==> src/rtl/spi_slave_fsm.sv <==
// SPI mode-0 slave transaction controller.
// Consumes conditioned CS/MOSI levels and SCLK edge pulses, decodes a
// 7-bit address plus R/W bit, then either shifts write data into the
// memory port or streams synchronous-read memory data out on MISO.
//
// state        | meaning
// IDLE         | waiting for chip select to go low
// GET_ADDR     | shifting in address bits and the R/W bit
// READ_ADDR    | address presented to memory, waiting for read latency
// READ_LOAD    | capturing memory read data into the transmit shifter
// READ_SHIFT   | driving read data on MISO, one bit per SCLK period
// WRITE_SHIFT  | shifting in write data bits
// WRITE_COMMIT | one-cycle memory write strobe
// DONE         | transfer complete, waiting for chip select to rise
module spi_slave_fsm #(
  parameter int ADDR_WIDTH = 7,
  parameter int DATA_WIDTH = 8
) (
  input  logic                  clk,
  input  logic                  reset,
  input  logic                  cs_cond,
  input  logic                  sclk_posedge,
  input  logic                  sclk_negedge,
  input  logic                  mosi_cond,
  input  logic [DATA_WIDTH-1:0] mem_dout,
  output logic [ADDR_WIDTH-1:0] mem_addr,
  output logic [DATA_WIDTH-1:0] mem_din,
  output logic                  mem_we,
  output logic                  miso_out,
  output logic                  miso_en
);

  // The receive shifter only needs to hold the bits preceding the final
  // one; the final bit is taken straight from mosi_cond when it arrives.
  localparam int RX_W = (ADDR_WIDTH > DATA_WIDTH - 1) ? ADDR_WIDTH : DATA_WIDTH - 1;

  typedef enum logic [2:0] {
    IDLE         = 3'd0,
    GET_ADDR     = 3'd1,
    READ_ADDR    = 3'd2,
    READ_LOAD    = 3'd3,
    READ_SHIFT   = 3'd4,
    WRITE_SHIFT  = 3'd5,
    WRITE_COMMIT = 3'd6,
    DONE         = 3'd7
  } state_t;

  state_t            state;
  state_t            state_nxt;
  logic [3:0]        count;
  logic [RX_W-1:0]   rx_sr;
  logic [DATA_WIDTH-1:0] tx_sr;
  logic              addr_last;
  logic              data_last;
  logic              tx_advance;

  // Final address/R-W posedge and final data posedge of a transfer.
  assign addr_last  = sclk_posedge && (count == 4'(ADDR_WIDTH));
  assign data_last  = sclk_posedge && (count == 4'(DATA_WIDTH - 1));
  // A coincident posedge wins; the negedge right after R/W must not shift.
  assign tx_advance = sclk_negedge && !sclk_posedge && (count != 4'd0);

  // State register.
  always_ff @(posedge clk or posedge reset) begin
    if (reset) state <= IDLE;
    else       state <= state_nxt;
  end

  // Next-state decode; chip select high aborts every active phase but the commit.
  always_comb begin
    state_nxt = state;
    case (state)
      IDLE:         if (!cs_cond) state_nxt = GET_ADDR;
      GET_ADDR: begin
        if (cs_cond)        state_nxt = IDLE;
        else if (addr_last) state_nxt = mosi_cond ? READ_ADDR : WRITE_SHIFT;
      end
      READ_ADDR:    state_nxt = cs_cond ? IDLE : READ_LOAD;
      READ_LOAD:    state_nxt = cs_cond ? IDLE : READ_SHIFT;
      READ_SHIFT: begin
        if (cs_cond)        state_nxt = IDLE;
        else if (data_last) state_nxt = DONE;
      end
      WRITE_SHIFT: begin
        if (cs_cond)        state_nxt = IDLE;
        else if (data_last) state_nxt = WRITE_COMMIT;
      end
      WRITE_COMMIT: state_nxt = DONE;
      DONE:         if (cs_cond) state_nxt = IDLE;
      default:      state_nxt = IDLE;
    endcase
  end

  // Moore outputs: write strobe, MISO enable and the current transmit bit.
  always_comb begin
    mem_we   = 1'b0;
    miso_en  = 1'b0;
    miso_out = 1'b0;
    if (state == WRITE_COMMIT) mem_we = 1'b1;
    if (state == READ_SHIFT) begin
      miso_en  = 1'b1;
      miso_out = tx_sr[DATA_WIDTH-1];
    end
  end

  // Bit counter: cleared on every state change, counts SCLK rises while shifting.
  always_ff @(posedge clk or posedge reset) begin
    if (reset) begin
      count <= '0;
    end else if (state_nxt != state) begin
      count <= '0;
    end else if (sclk_posedge &&
                 (state == GET_ADDR || state == READ_SHIFT || state == WRITE_SHIFT)) begin
      count <= count + 4'd1;
    end
  end

  // Shift registers and memory port registers; aborted bits never reach the port.
  always_ff @(posedge clk or posedge reset) begin
    if (reset) begin
      rx_sr    <= '0;
      tx_sr    <= '0;
      mem_addr <= '0;
      mem_din  <= '0;
    end else if (!cs_cond) begin
      case (state)
        GET_ADDR: begin
          if (sclk_posedge) rx_sr <= {rx_sr[RX_W-2:0], mosi_cond};
          if (addr_last)    mem_addr <= rx_sr[ADDR_WIDTH-1:0];
        end
        WRITE_SHIFT: begin
          if (sclk_posedge) rx_sr <= {rx_sr[RX_W-2:0], mosi_cond};
          if (data_last)    mem_din <= {rx_sr[DATA_WIDTH-2:0], mosi_cond};
        end
        READ_LOAD:  tx_sr <= mem_dout;
        READ_SHIFT: if (tx_advance) tx_sr <= {tx_sr[DATA_WIDTH-2:0], 1'b0};
        default: ;
      endcase
    end
  end

endmodule
==> config.mk <==
export PLATFORM = sky130hd
export DESIGN_NAME = spi_slave_fsm
export DESIGN_NICKNAME = d
export VERILOG_FILES = /design/src/rtl/spi_slave_fsm.sv
export SDC_FILE = /design/constraint.sdc
export NUM_CORES = 1
export LEC_CHECK = 0
export ABC_AREA = 1
export CORE_AREA = 2 2 53 75
export DETAILED_ROUTE_END_ITERATION = 12
export DIE_AREA = 0 0 55 77
export PLACE_DENSITY = 0.88
export SLEW_MARGIN = 20
export SYNTH_ARGS = -nofsm -noshare
export SYNTH_HDL_FRONTEND = slang
export SYNTH_SLANG_ARGS = --single-unit
export TNS_END_PERCENT = 10
==> constraint.sdc <==
create_clock -name clk -period 2.05 [get_ports clk]
set_clock_uncertainty 0.15 [all_clocks]
set_input_delay 0.5125 -clock clk [delete_from_list [all_inputs] [get_ports clk]]
set_output_delay 0.5125 -clock clk [all_outputs]
set_load 0.02 [all_outputs]
==> results.cfg <==
[status]
outcome = finished clean

[power]
p_switching_uw = 388.5
switching_share_pct = 26.40
power.share.sequential_pct = 54.2
p_clk_share_pct = 33.6
internal_power_mw = 1.083
power.leakage_nw = 1.165
irDropWorstVdd_uv = 527.5
powerDensity_mw_per_mm2 = 628.2
power_frac_comb_pct = 12.2

[cells_and_area]
seqCellArea_um2 = 925.9
area_growth_pct = 30.45
nets = 282
finish.utilization_pct = 65.45
multi_input_area_um2 = 737.0
final_cell_area_mm2 = 0.002342
final_cell_mix = 64 x nand2_1, 37 x dfrtp_1, 28 x clkdlybuf4s50_1
finalNonFillerCells = 309
drive_gt1_share_pct = 19.85
final_common_cell = nand2_1
diodes = 0
n_fill_cell = 309

[die]
die_w_um = 55
io_pins = 32
start_util_pct = 50.17
die_y_um = 77
core_mm2 = 0.003578
num_rows = 26
die_area_mm2 = 0.004235

[place]
routabilityCongestion = 0.9219
dp_hpwl_um = 2815
place_area_mm2 = 0.002268
placedCellCount = 301
io_buffers = 31

[sta]
final_max_slew_viol_count = 0
rsz0062_at_grt = no
period_share_pct = 94.40
finalCriticalPeriod_ps = 1935
tns_ps = 0
final_hold_viol_count = 0
fmax_ghz = 0.5167
slew_headroom_pct = 69.30
hold_slack_ps = 335.6
setup_viol = 0
max_slew.worst_pin.slew_ps = 460.5

[synth]
synth_top_cell_by_area = dfrtp_1
synth_cells = 216
post_synth.cell_area_avg_um2 = 8.312
synth_seq_cells = 37
synth_area_leaders = dfrtp_1 52%, nand2_1 14%, o21ai_0 7.5%
synth_area_mm2 = 0.001795
synth_fp_nets = 232
synth_cell_type_count = 26
ys_seq_area_share_pct = 51.57
synth_top_area_share_pct = 51.57
yosysWarnings = 0

[route]
drt_first_pass_iters = 4
drt_wl_total_um = 3777
routedWlPerCell_um = 12.22
post-route-drc-count = 0
ant_nets = 0
drt_iter0_drc = 61
viasPerCell = 5.055
via_count = 1562

[global_route]
grt_usage_pct = 21.41
grt_pass1_vias = 1584
grt_max_degree = 38
grt_pass1_wl_um = 6665
grt-ovfl-total = 0
antenna_found_initial = 0

[setup_path]
max_stage_delay_ps = 610
reg2reg_to = tx_sr[3]$_DFFE_PP0P_
cp_top_family = buffers and inverters
path_cells = clkdlybuf4s50_1
reg2reg_from = state[0]$_DFF_PP0_
start_kind = flop
crit_path_end_kind = output pin
path_buf_inv = 1
worst-endpoint-arrival_ps = 1270
crit_type = reg -> out
required_ps = 1390
ff2ff_path_depth = 9
reg2reg_setup_slack_ps = 200
critPathMaxFanout = 2
slowest_stage = clkdlybuf4s50_1

[clock_network]
clk_pin_slew_worst_paths_ps = 70
clockBufferDepth = 2
clock-sinks = 37
clk_latency_ps = 290
numCtsBuffers = 5
cts_root_buf = clkbuf_8
cts_tree = built
htree_num_levels = 2
cts_setup_buffers = 0

[min_path]
min_path_type = reg -> reg
min_path_cells = 2
hp-start = rx_sr[0]$_DFFE_PP0P_
whs_endpoint = rx_sr[0]$_DFFE_PP0P_

[flow_run]
cap_violations = 0
==> per-layer routing <==
layer	routed length [µm]	global-route usage, %	up-vias
li1	-	-	780
met1	1507	24.23	732
met2	2045	36.90	41
met3	124	3.502	9
met4	100	10.24	0
met5	0	0	-
==> synth_stat cells <==
cell type  count
nor2_4         1
nor2_2         3
nand4_1        1
o211ai_1       1
buf_2          3
o211ai_2       1
o21ai_0       27
o21ai_2        4
clkbuf_1       1
o21a_1         1
dfrtp_1       37
nand2_2        4
a21oi_1        2
nand3_2        1
inv_1         22
xor2_1         3
nor2_1        16
nand2_1       65
a21oi_2        4
buf_6          1
nand3_1        9
buf_4          1
o22ai_2        1
inv_2          4
a21boi_1       1
ha_1           2
==> worst max path at each step <==
stage	start	endpoint	slack, ps	cells after the start
6_report	mem_din[0]$_DFFE_PP0P_	mem_din[0]	110	1
5_1_grt	sclk_posedge	count[2]$_DFFE_PP0P_	30	13
4_1_cts	state[0]$_DFF_PP0_	miso_en	7	4
3_5_place_dp	sclk_posedge	mem_addr[4]$_DFFE_PP0P_	-150	8
3_3_place_gp	sclk_posedge	mem_addr[4]$_DFFE_PP0P_	-110	8
2_1_floorplan	state[0]$_DFF_PP0_	miso_out	420	3
==> kinds of logic after synthesis <==
group | share of synthesized area, %
AOI/OAI and AO/OA | 14.63
xor gates and xnor gates | 1.464
adders and majority gates | 1.394
buffers and inverters | 7.526
DFF | 51.57
and+or+nand+nor | 23.41
==> state kept, by name (all words and copies together), names as in the netlist <==
name and count:
rx_sr 7, count 4, state 3, mem_din 8
mem_addr 7, tx_sr 8
==> power by group through the flow <==
stage                     clock network (mW)  logic [mW]  registers [mW]
after floorplan                            0       0.108           0.805
after detailed placement                   0       0.182           0.811
after global routing                   0.541       0.209           0.803
after CTS                              0.508       0.182           0.797
final                                  0.494       0.180           0.797
after global placement                     0       0.175           0.809
==> stage by stage <==
step           power, mW  worst slack (ps)
3_5_place_dp      0.9920            -149.1
5_1_grt            1.554             25.81
6_report           1.471             114.8
4_1_cts            1.487             6.841
3_3_place_gp      0.9834            -107.1
2_1_floorplan     0.9131             424.3
==> final cells by class <==
type | count | share of cell area, %
Multi-Input combinational cell | 147 | 31.46
Clock inverter | 3 | 0.7479
Timing Repair Buffer | 49 | 18.91
Tap cell | 42 | 2.244
Inverter | 26 | 4.167
Sequential cell | 37 | 39.53
Clock buffer | 5 | 2.938
==> what timing repair did <==
item	4_1_cts	5_1_grt
pin swaps	0	0
resized for setup	5	6
endpoints found under the setup margin	3	4
hold buffers	0	0
endpoints found under the hold margin	0	0
Note: power is estimated with default switching activity, not from simulation.
